File: src/rtl/mult_pkg.sv
`default_nettype none
// ============================================================================
// Module      : mult_pkg
// Description : Shared types and constants for the shift-and-add multiplier.
// Revision    : 1.0 - initial release
// ============================================================================
package mult_pkg;

   localparam int W_DEF = 4;
   localparam int CNT_W = $clog2(W_DEF + 1);

   typedef enum logic [1:0] {
      S_IDLE  = 2'd0,
      S_ADD   = 2'd1,
      S_SHIFT = 2'd2,
      S_DONE  = 2'd3
   } state_t;

   function automatic int cnt_width(input int w);
      return $clog2(w + 1);
   endfunction

endpackage
`default_nettype wire

File: src/rtl/shift_add_mult_ctrl_adder.sv
`default_nettype none
// ============================================================================
// Module      : mult_adder_w / full_adder
// Description : W-bit ripple-carry adder built from full-adder cells, cin = 0.
// Revision    : 1.0 - initial release
// ============================================================================
module full_adder (
   input  logic a,
   input  logic b,
   input  logic ci,
   output logic s,
   output logic co
);
   assign s  = a ^ b ^ ci;
   assign co = (a & b) | (ci & (a ^ b));
endmodule

module mult_adder_w #(
   parameter int W = 4
) (
   input  logic [W-1:0] a,
   input  logic [W-1:0] b,
   output logic [W-1:0] sum,
   output logic         c_out
);
   logic [W:0] w_c;

   assign w_c[0] = 1'b0;

   for (genvar i = 0; i < W; i++) begin : g_fa
      full_adder u_fa (
         .a  (a[i]),
         .b  (b[i]),
         .ci (w_c[i]),
         .s  (sum[i]),
         .co (w_c[i+1])
      );
   end

   assign c_out = w_c[W];
endmodule
`default_nettype wire

File: src/rtl/shift_add_mult_ctrl.sv
`default_nettype none
// ============================================================================
// Module      : shift_add_mult_ctrl
// Description : Sequential unsigned shift-and-add multiplier, one shared adder.
// Revision    : 1.0 - initial release
// ============================================================================
module shift_add_mult_ctrl
   import mult_pkg::*;
#(
   parameter int W = W_DEF
) (
   input  logic           clk,
   input  logic           rst_n,
   input  logic           start,
   input  logic [W-1:0]   multiplicand,
   input  logic [W-1:0]   multiplier,
   output logic           busy,
   output logic           done,
   output logic [2*W-1:0] product
);
   localparam int P_W = cnt_width(W);

   state_t           r_state;
   state_t           w_next;
   logic [W-1:0]     r_a;
   logic [W-1:0]     r_q;
   logic [W-1:0]     r_b;
   logic             r_c;
   logic [P_W-1:0]   r_p;
   logic [2*W-1:0]   r_product;
   logic [W-1:0]     w_sum;
   logic             w_cout;

   mult_adder_w #(.W(W)) u_adder (
      .a     (r_a),
      .b     (r_b),
      .sum   (w_sum),
      .c_out (w_cout)
   );

   always_ff @(posedge clk or negedge rst_n) begin
      if (!rst_n) r_state <= S_IDLE;
      else        r_state <= w_next;
   end

   always_comb begin
      w_next = r_state;
      busy   = (r_state != S_IDLE);
      done   = (r_state == S_DONE);
      case (r_state)
         S_IDLE:  if (start) w_next = S_ADD;
         S_ADD:   w_next = S_SHIFT;
         S_SHIFT: w_next = (r_p == '0) ? S_DONE : S_ADD;
         S_DONE:  w_next = S_IDLE;
         default: w_next = S_IDLE;
      endcase
   end

   // The exit test sees P after the ADD decrement, so P never wraps.
   always_ff @(posedge clk or negedge rst_n) begin
      if (!rst_n) begin
         r_a       <= '0;
         r_q       <= '0;
         r_b       <= '0;
         r_c       <= 1'b0;
         r_p       <= '0;
         r_product <= '0;
      end else begin
         case (r_state)
            S_IDLE: begin
               if (start) begin
                  r_b <= multiplicand;
                  r_q <= multiplier;
                  r_a <= '0;
                  r_c <= 1'b0;
                  r_p <= P_W'(W);
               end
            end
            S_ADD: begin
               if (r_q[0]) begin
                  r_a <= w_sum;
                  r_c <= w_cout;
               end
               r_p <= r_p - P_W'(1);
            end
            S_SHIFT: begin
               r_c <= 1'b0;
               r_a <= {r_c, r_a[W-1:1]};
               r_q <= {r_a[0], r_q[W-1:1]};
               if (r_p == '0) r_product <= {r_c, r_a, r_q[W-1:1]};
            end
            default: ;
         endcase
      end
   end

   assign product = r_product;

endmodule
`default_nettype wire
File: config.mk
export PLATFORM = sky130hd
export DESIGN_NAME = shift_add_mult_ctrl
export DESIGN_NICKNAME = d
export VERILOG_FILES = /design/src/rtl/mult_pkg.sv /design/src/rtl/shift_add_mult_ctrl_adder.sv /design/src/rtl/shift_add_mult_ctrl.sv
export SDC_FILE = /design/constraint.sdc
export NUM_CORES = 1
export LEC_CHECK = 0
export ABC_AREA = 0
export ABC_CLOCK_PERIOD_IN_PS = 2500
export CAP_MARGIN = 20
export CORE_MARGIN = 2
export CORE_UTILIZATION = 35
export CTS_CLUSTER_SIZE = 8
export DETAILED_ROUTE_END_ITERATION = 8
export PLACE_DENSITY = 0.59
export SLEW_MARGIN = 20
export SYNTH_ARGS = -nofsm -noshare
export SYNTH_HDL_FRONTEND = slang
export SYNTH_SLANG_ARGS = --single-unit
File: constraint.sdc
create_clock -name clk -period 2.5 [get_ports clk]
set_input_delay 0.375 -clock clk [delete_from_list [all_inputs] [get_ports clk]]
set_output_delay 0.375 -clock clk [all_outputs]
set_load 0.1 [all_outputs]
==> impl_metrics.csv, run 1 <==
group,metric,value,unit
outcome,status,"finished, final reports clean",
clock_tree,cts_tree,"built",
final_layout,num-fill-cells,382,
placement,dp_hpwl,1930,µm
final_layout,diodes,0,
sta,slew_viol_final,0,
die,start_util,0.370,
critical_path,startpoint_type,"flop",
grt,overflow,0,
die,die-area,0.00448,mm²
critical_path,required,2690,ps
clock_tree,ctsHoldBuffers,0,
clock_tree,clock_sinks,26,
grt,grt_util_all_layers,0.127,
grt,grt_pass1_vias,987,
critical_path,endpoint,"r_a[3]",
grt,grt_antenna_before_repair,0,
sta,fmax,486,MHz
critical_path,r2r_cells,8,
sta,skew,5.74,ps
sta,slew_headroom,0.650,
critical_path,crit_cells,8,
die,dieWidth,66.9,µm
drt,vias,955,
critical_path,crit_slowest_cell,"dfrtp_1",
critical_path,crit_arrival,2250,ps
sta,fin_tns_setup,0,ps
sta,setup_viol,0,
critical_path,crit_top_cell,"fa_1",
clock_tree,clk_pin_slew,90,ps
sta,hold_viol_final,0,
yosys,synth_seq_cells,26,
yosys,synth.distinct_cells,30,
critical_path,path_buf_inv,1,
yosys,yosysWarnings,0,
drt,drc,0,
grt,grt_max_degree,27,
critical_path,cp-startpoint,"r_a[0]",
placement,place_area,0.00161,mm²
clock_tree,clockBufferDepth,2,
critical_path,worstSetupEndpointType,"flop",
sta,finalCriticalPeriod,2060,ps
die,die_h,66.9,µm
worst_hold_path,worstHoldPathType,"in2async",
final_layout,stdcell_area,0.00165,mm²
die,placementRows,22,
drt,avgViaCountPerCell,4.97,
placement,numPortBuffers,20,
drt,drt-wirelength-per-cell,13.2,µm
placement,place_worst_setup_slack,437,ps
yosys,syn_avg_cell_area,11.2,µm²
critical_path,crit_chain,"ha_1 > fa_1 > inv_1 > fa_1 > fa_1 > nor2b_1 > o21ai_0 > mux2i_1",
drt,drtAntennaViolNets,0,
critical_path,crit_type,"reg2reg",
die,pin_count,21,
grt,grt_pass1_wl,4370,µm
sta,rsz0062_at_grt,"false",
clock_tree,ctsResizeCount,0,
clock_tree,numCtsBuffers,3,
placement,dp_cells,189,
sta,worst_slack,441,ps
placement,gp_congestion,0.766,
yosys,syn_area,0.00139,mm²
critical_path,r2r_slack,440,ps
yosys,synth_nets,145,
critical_path,worstReg2RegStart,"r_a[0]",
clock_tree,cts_root_buf,"clkbuf_8",
critical_path,crit_path_max_incr_delay,420,ps
yosys,netlist_instances,124,
die,core_area,0.00374,mm²
clock_tree,post_cts_buffers,0,
drt,drtIter0Drc,51,
sta,tightest_slew,523,ps
final_layout,nets,167,
critical_path,path_max_fanout,4,
drt,drt_wl_total,2530,µm
final_layout,area_growth,18.9,%
clock_tree,insertion_delay,260,ps
clock_tree,cts-htree-levels,1,
sta,min_period_over_period,0.824,
drt,dr.pass1.iters,4,
yosys,synth-seq-area-share,0.469,
final_layout,final_cell_count_no_fill,192,
run,cap_violations,0,
final_layout,layout-drive-gt1-share,0.201,
critical_path,critical_path.top_delay_family,"adder cells",
critical_path,reg2reg_to,"r_a[3]",
==> cells in the final DEF (no fill, tap or decap), drive strengths merged <==
cell type	Yosys	final
dfrtp	26	26
buf	5	13
mux2	12	12
inv	10	10
clkdlybuf4s50	0	10
o21ai	9	9
ha	7	7
a21oi	6	6
nor2b	6	6
nand2	5	5
nand2b	5	5
nor2	4	4
nand3	4	4
a221o	4	4
and2	3	3
fa	3	3
clkbuf	1	3
mux2i	2	2
and3	2	2
a22oi	2	2
nor3	1	1
o21a	1	1
nor4	1	1
a211o	1	1
o21bai	1	1
nand4	1	1
nand3b	1	1
a31oi	1	1
==> flip-flops by register name, summed over array words and instances (netlist names) <==
name     count
product      8
r_a          4
r_b          4
r_c          1
r_p          3
r_q          4
r_state      2
==> layout make-up <==
type | instances | area (µm²) | area share
Multi-Input combinational cell | 82 | 661 | 0.401
Inverter | 10 | 37.5 | 0.0228
Sequential cell | 26 | 651 | 0.395
Timing Repair Buffer | 23 | 198 | 0.120
Tap cell | 48 | 60.1 | 0.0364
Clock buffer | 3 | 41.3 | 0.0251
==> metal layers <==
metal,part of all wire,global-route usage
met2,0.51,0.238
met4,0.0071,0.0281
met3,0.023,0.0203
met5,0,0
met1,0.46,0.152
==> through the flow <==
step,util,hold slack (ps)
detailed placement,0.429,478
global route,0.440,509
CTS,0.440,487
finish,0.440,473
global placement,0.429,465
floorplan,-,79.4
==> synthesized netlist by cell type, drive strengths merged <==
cell type / instances / area share
dfrtp: 26 / 0.47
nand4: 1 / 0.0045
o21a: 1 / 0.0054
mux2: 12 / 0.10
mux2i: 2 / 0.014
inv: 10 / 0.027
nor4: 1 / 0.0045
buf: 5 / 0.024
nor3: 1 / 0.012
nand2b: 5 / 0.023
a22oi: 2 / 0.011
and3: 2 / 0.0090
o21ai: 9 / 0.032
a21oi: 6 / 0.022
fa: 3 / 0.043
nand3: 4 / 0.014
o21bai: 1 / 0.0054
nor2b: 6 / 0.027
a211o: 1 / 0.0063
and2: 3 / 0.014
nand2: 5 / 0.014
clkbuf: 1 / 0.0027
a31oi: 1 / 0.0045
a221o: 4 / 0.029
nor2: 4 / 0.011
nand3b: 1 / 0.0054
ha: 7 / 0.063
==> cell families (layout without fill, tap and decap cells) <==
group | count (synthesis) | after routing | synth area share
buffers and inverters | 16 | 36 | 0.0542
AO/OA/AOI/OAI | 25 | 25 | 0.116
flip-flops | 26 | 26 | 0.469
adder cells (fa/ha/maj) | 10 | 10 | 0.106
AND/OR/NAND/NOR | 33 | 33 | 0.137
multiplexers | 14 | 14 | 0.117
==> worst min path at each step <==
stage,to,start,slack (ps)
2_1_floorplan,product[0],rst_n,80
3_3_place_gp,product[6],product[6],460
3_5_place_dp,product[6],product[6],480
4_1_cts,r_c,rst_n,490
5_1_grt,product[6],product[6],510
6_report,r_c,rst_n,470
Power of run 1 is not shown: default switching activity piles up to over one toggle a cycle in this logic, so the estimate is an artifact.
==> inputs of run 2 (changes only) <==
Settings changed: ABC_CLOCK_PERIOD_IN_PS 2500 to 1900.
Clock period 2.5 ns to 1.9 ns, I/O delays scaled along.
==> impl_metrics.csv, run 2 (synthesized netlist as in run 1, its figures left out) <==
group,metric,value,unit
grt,use_met1,0.181,
final_layout,final_cell_mix,"dfrtp_1, buf_4, mux2_2, clkdlybuf4s50_1",
clock_tree,clock_sinks,26,
drt,drt-wirelength-per-cell,13.2,µm
grt,gr-usage-met2,0.216,
sta,worst_slack,-41.3,ps
sta,skew,5.00,ps
clock_tree,cts_root_buf,"clkbuf_8",
final_layout,diodes,0,
sta,min_period_over_period,1.02,
drt,drc,0,
final_layout,final_cell_count_no_fill,202,
sta,hold_viol_final,0,
die,die_h,66.9,µm
critical_path,r2r_slack,-40,ps
grt,met3_usage,0.0304,
placement,dp_hpwl,2040,µm
clock_tree,clockBufferDepth,2,
die,core_area,0.00374,mm²
placement,dp_cells,198,
critical_path,crit_arrival,2140,ps
die,start_util,0.370,
critical_path,path_max_fanout,2,
clock_tree,ctsHoldBuffers,0,
critical_path,crit_type,"reg2reg",
outcome,violations,"setup timing",
final_layout,largest_register_ff_count,8,
critical_path,r2r_cells,8,
sta,fmax,515,MHz
critical_path,worstSetupEndpointType,"flop",
final_layout,area_growth,29.0,%
sta,tightest_slew,334,ps
sta,rsz0062_at_grt,"true",
sta,finalCriticalPeriod,1940,ps
final_layout,nets,176,
final_layout,layout_commonest_cell,"dfrtp_1",
clock_tree,cts-htree-levels,1,
grt,grt_pass1_vias,998,
critical_path,reg2reg_to,"r_a[3]",
die,die-area,0.00448,mm²
grt,grt.busiest_layer,"met2",
worst_hold_path,worstHoldPathType,"in2async",
critical_path,worstReg2RegStart,"r_b[0]",
clock_tree,cts_tree,"built",
sta,slew_headroom,0.777,
outcome,status,"complete, but fails checks",
drt,drtIter0Drc,36,
placement,gp_congestion,0.763,
sta,fin_tns_setup,-41.3,ps
drt,avgViaCountPerCell,4.93,
grt,overflow,0,
clock_tree,insertion_delay,270,ps
clock_tree,post_cts_buffers,0,
placement,numPortBuffers,20,
run,cap_violations,0,
die,placementRows,22,
critical_path,startpoint_type,"flop",
grt,grt_antenna_before_repair,0,
drt,drtAntennaViolNets,0,
die,pin_count,21,
drt,vias,996,
drt,dr.pass1.iters,4,
sta,setup_viol,1,
final_layout,layout-drive-gt1-share,0.292,
drt,drt_wl_total,2670,µm
critical_path,required,2100,ps
sta,slew_viol_final,0,
grt,grt_util_all_layers,0.137,
clock_tree,clk_pin_slew,90,ps
grt,grt_max_degree,27,
grt,grt_pass1_wl,4620,µm
clock_tree,numCtsBuffers,3,
die,dieWidth,66.9,µm
==> run 2: cell count changes in the layout (fill, tap and decap cells not counted), sizes merged <==
| cell | before | now |
|---|---|---|
| bufinv | 0 | 1 |
| buf | 13 | 22 |
| clkinvlp | 0 | 1 |
| inv | 10 | 9 |
==> run 2: metal layers <==
layer  up-vias  part of all wire
li1        487                 -
met1       487              0.48
met2        16              0.47
met3         6             0.029
met4         0             0.022
met5         -                 0
==> run 2: timing repair <==
action	4_1_cts	5_1_grt
setup endpoints to repair	2	2
resized for setup	4	0
pin swaps	2	0
==> run 2: worst max-delay path, stage by stage, from the launching register on <==
cell and delay, ps:
dfrtp_1 390, ha_2 190, fa_2 330, inv_2 70, fa_2 190, fa_1 400, nor2b_1 120, o21ai_1 60
mux2i_1 130
==> run 2: how the worst max path moves through the flow <==
stage                      start      to  slack (ps)  cells past startpoint
after floorplan           r_a[0]  r_a[3]          -7                      8
after detailed placement  r_a[0]  r_a[3]         -70                      8
after global placement    r_b[0]  r_a[3]         -30                      8
after global routing      r_b[0]  r_a[3]        -150                      8
final                     r_b[0]  r_a[3]         -40                      8
after CTS                 r_b[0]  r_a[3]         -50                      8
==> run 2: stage by stage <==
stage,setup slack (ps),hold slack (ps),instance area [µm²],util
6_report,-41.3,374,1790,0.478
5_1_grt,-148,402,1790,0.478
4_1_cts,-50.5,384,1790,0.478
3_5_place_dp,-70.0,481,1710,0.456
3_3_place_gp,-28.5,466,1710,0.456
2_1_floorplan,-6.57,-10.6,1400,-
==> run 2: layout make-up <==
type	count	area, µm²
clock buffers	3	41.3
multi-input cells	82	674
flip-flops and latches	26	651
inverters	10	41.3
clock inverters	1	30.0
well taps	48	60.1
repair buffers	32	290
fillers	367	1960
Power of run 2 is left out for the same reason.
==> inputs of run 3 (changes only) <==
Settings changed: ABC_CLOCK_PERIOD_IN_PS 1900 to 2400, SYNTH_HIERARCHICAL from default to 1.
Clock period 1.9 ns to 2.4 ns, I/O delays scaled along.
==> impl_metrics.csv, run 3 <==
group,metric,value,unit
placement,place_area,0.00167,mm²
die,dieWidth,67.5,µm
sta,fin_tns_setup,-38.0,ps
final_layout,seqCellArea,651,µm²
sta,hold_viol_final,0,
sta,skew,3.46,ps
final_layout,nets,163,
final_layout,largest_register_ff_count,8,
final_layout,diodes,0,
die,placementRows,23,
clock_tree,numCtsBuffers,3,
die,core_area,0.00394,mm²
yosys,yosysMostFrequentCell,"dfrtp_1",
critical_path,path_max_fanout,2,
placement,numPortBuffers,20,
grt,grt_pass1_vias,927,
sta,worst_slack,-38.0,ps
grt,overflow,0,
sta,slew_viol_final,0,
clock_tree,cts_tree,"built",
yosys,syn_area,0.00141,mm²
clock_tree,clockBufferDepth,2,
yosys,yosysWarnings,6,
yosys,synth_nets,138,
clock_tree,clock_sinks,26,
critical_path,required,2560,ps
worst_hold_path,worstHoldPathType,"in2async",
drt,drt_wl_total,2600,µm
placement,dp_hpwl,1890,µm
final_layout,stdcell_area,0.00172,mm²
yosys,syn_avg_cell_area,12.3,µm²
final_layout,num-fill-cells,364,
final_layout,layout-drive-gt1-share,0.297,
drt,drt-wirelength-per-cell,13.8,µm
final_layout,post-route-util,0.436,
yosys,synth_edf_count,0,
die,start_util,0.358,
sta,finalCriticalPeriod,2440,ps
outcome,violations,"setup timing",
yosys,synth_seq_cells,26,
die,die-area,0.00456,mm²
clock_tree,ctsHoldBuffers,0,
drt,vias,932,
yosys,synth_ff_type,"dfrtp_1",
clock_tree,cts-htree-levels,1,
die,die_h,67.5,µm
drt,drtAntennaViolNets,0,
yosys,netlist_instances,115,
sta,fmax,410,MHz
critical_path,crit_arrival,2600,ps
run,cap_violations,0,
drt,avgViaCountPerCell,4.96,
placement,gp_congestion,0.748,
yosys,yosysTopAreaCell,"dfrtp_1",
grt,grt_antenna_before_repair,0,
drt,dr.pass1.iters,4,
final_layout,multi_input_area,731,µm²
yosys,synth-seq-area-share,0.461,
die,pin_count,21,
sta,min_period_over_period,1.02,
yosys,synthTopCellsByCount,"dfrtp_1, mux2_2, ha_1, o22ai_1",
sta,setup_viol,1,
final_layout,final_cell_mix,"dfrtp_1, mux2_2, buf_4",
grt,grt_pass1_wl,4440,µm
grt,grt_util_all_layers,0.131,
final_layout,area_growth,21.7,%
critical_path,startpoint_type,"flop",
critical_path,worstSetupEndpointType,"flop",
sta,tightest_slew,519,ps
yosys,synth.distinct_cells,26,
clock_tree,post_cts_buffers,0,
sta,slew_headroom,0.654,
critical_path,crit_type,"reg2reg",
clock_tree,insertion_delay,270,ps
final_layout,layout_commonest_cell,"dfrtp_1",
drt,drc,0,
yosys,synth_area_leaders,"dfrtp_1, mux2_2, ha_1",
yosys,netlist.area_leader.share,0.461,
drt,drtIter0Drc,20,
sta,rsz0062_at_grt,"true",
yosys,async_flop_share,1.00,
critical_path,r2r_slack,-40,ps
outcome,status,"complete, but fails checks",
grt,grt_max_degree,27,
clock_tree,cts_root_buf,"clkbuf_8",
clock_tree,clk_pin_slew,90,ps
clock_tree,ctsResizeCount,1,
run 3: changes by cell type in the layout (fill, tap and decap cells not counted), moves of 2 or more:
cell,previous run,this run
o22ai_1,0,8
o21ai_0,8,4
ha_1,6,8
buf_4,20,12
nand3_1,4,1
and2_1,3,0
mux2_2,10,18
nand2b_1,5,2
a221o_1,4,0
and3_1,2,0
nor2_1,4,2
inv_1,8,6
a22oi_1,2,4
run 3: layout make-up:
cell class	instances	area share
timing repair buffer	23	0.122
sequential	26	0.379
inverter	6	0.0131
clock buffer	3	0.0240
tap	50	0.0364
multi-input combinational	80	0.425
run 3: stage by stage:
step / setup slack [ps] / instances / hold WS [ps]
global placement: -24.9 / 185 / 466
CTS: -54.6 / 188 / 462
global route: -129 / 188 / 493
detailed placement: -54.6 / 185 / 488
finish: -38.0 / 188 / 447
floorplan: 10.3 / 115 / 64.4
run 3: layer usage:
layer / track usage / vias to the layer above / routed length (µm)
met2: 0.222 / 21 / 1270
met5: 0 / - / 0
met1: 0.165 / 455 / 1190
met3: 0.0267 / 5 / 103
met4: 0.0459 / 0 / 36
li1: - / 451 / -
run 3: kinds of logic (layout without fill, tap and decap cells):
logic type / Yosys count / after routing / share of synthesized area
muxes: 22 / 22 / 0.173
and+or+nand+nor: 21 / 21 / 0.103
other: 1 / 1 / 0.00266
buffers and inverters: 9 / 32 / 0.0292
xor gates and xnor gates: 1 / 1 / 0.00621
adders and majority gates: 12 / 12 / 0.128
AOI/OAI and AO/OA: 23 / 23 / 0.0975
DFF: 26 / 26 / 0.461
run 3: worst max-delay path, cell delays in order (launching register included):
cell and delay [ps]:
dfrtp_1 400, fa_2 370, fa_2 340, fa_2 340, fa_1 430, a22oi_1 140, nor2b_1 60, mux2_4 250
run 3: worst paths after layout:
path	startpoint	cells after the start	endpoint
worst min-delay path	rst_n	2	product[0]
min in group clk	r_p[1]	2	r_p[1]
worst max-delay path	r_b[0]	7	r_a[3]
max in group asynchronous	rst_n	2	r_b[1]
worst min register to register	r_p[1]	2	r_p[1]
worst max register to register	r_b[0]	7	r_a[3]
Power of run 3 is left out for the same reason.
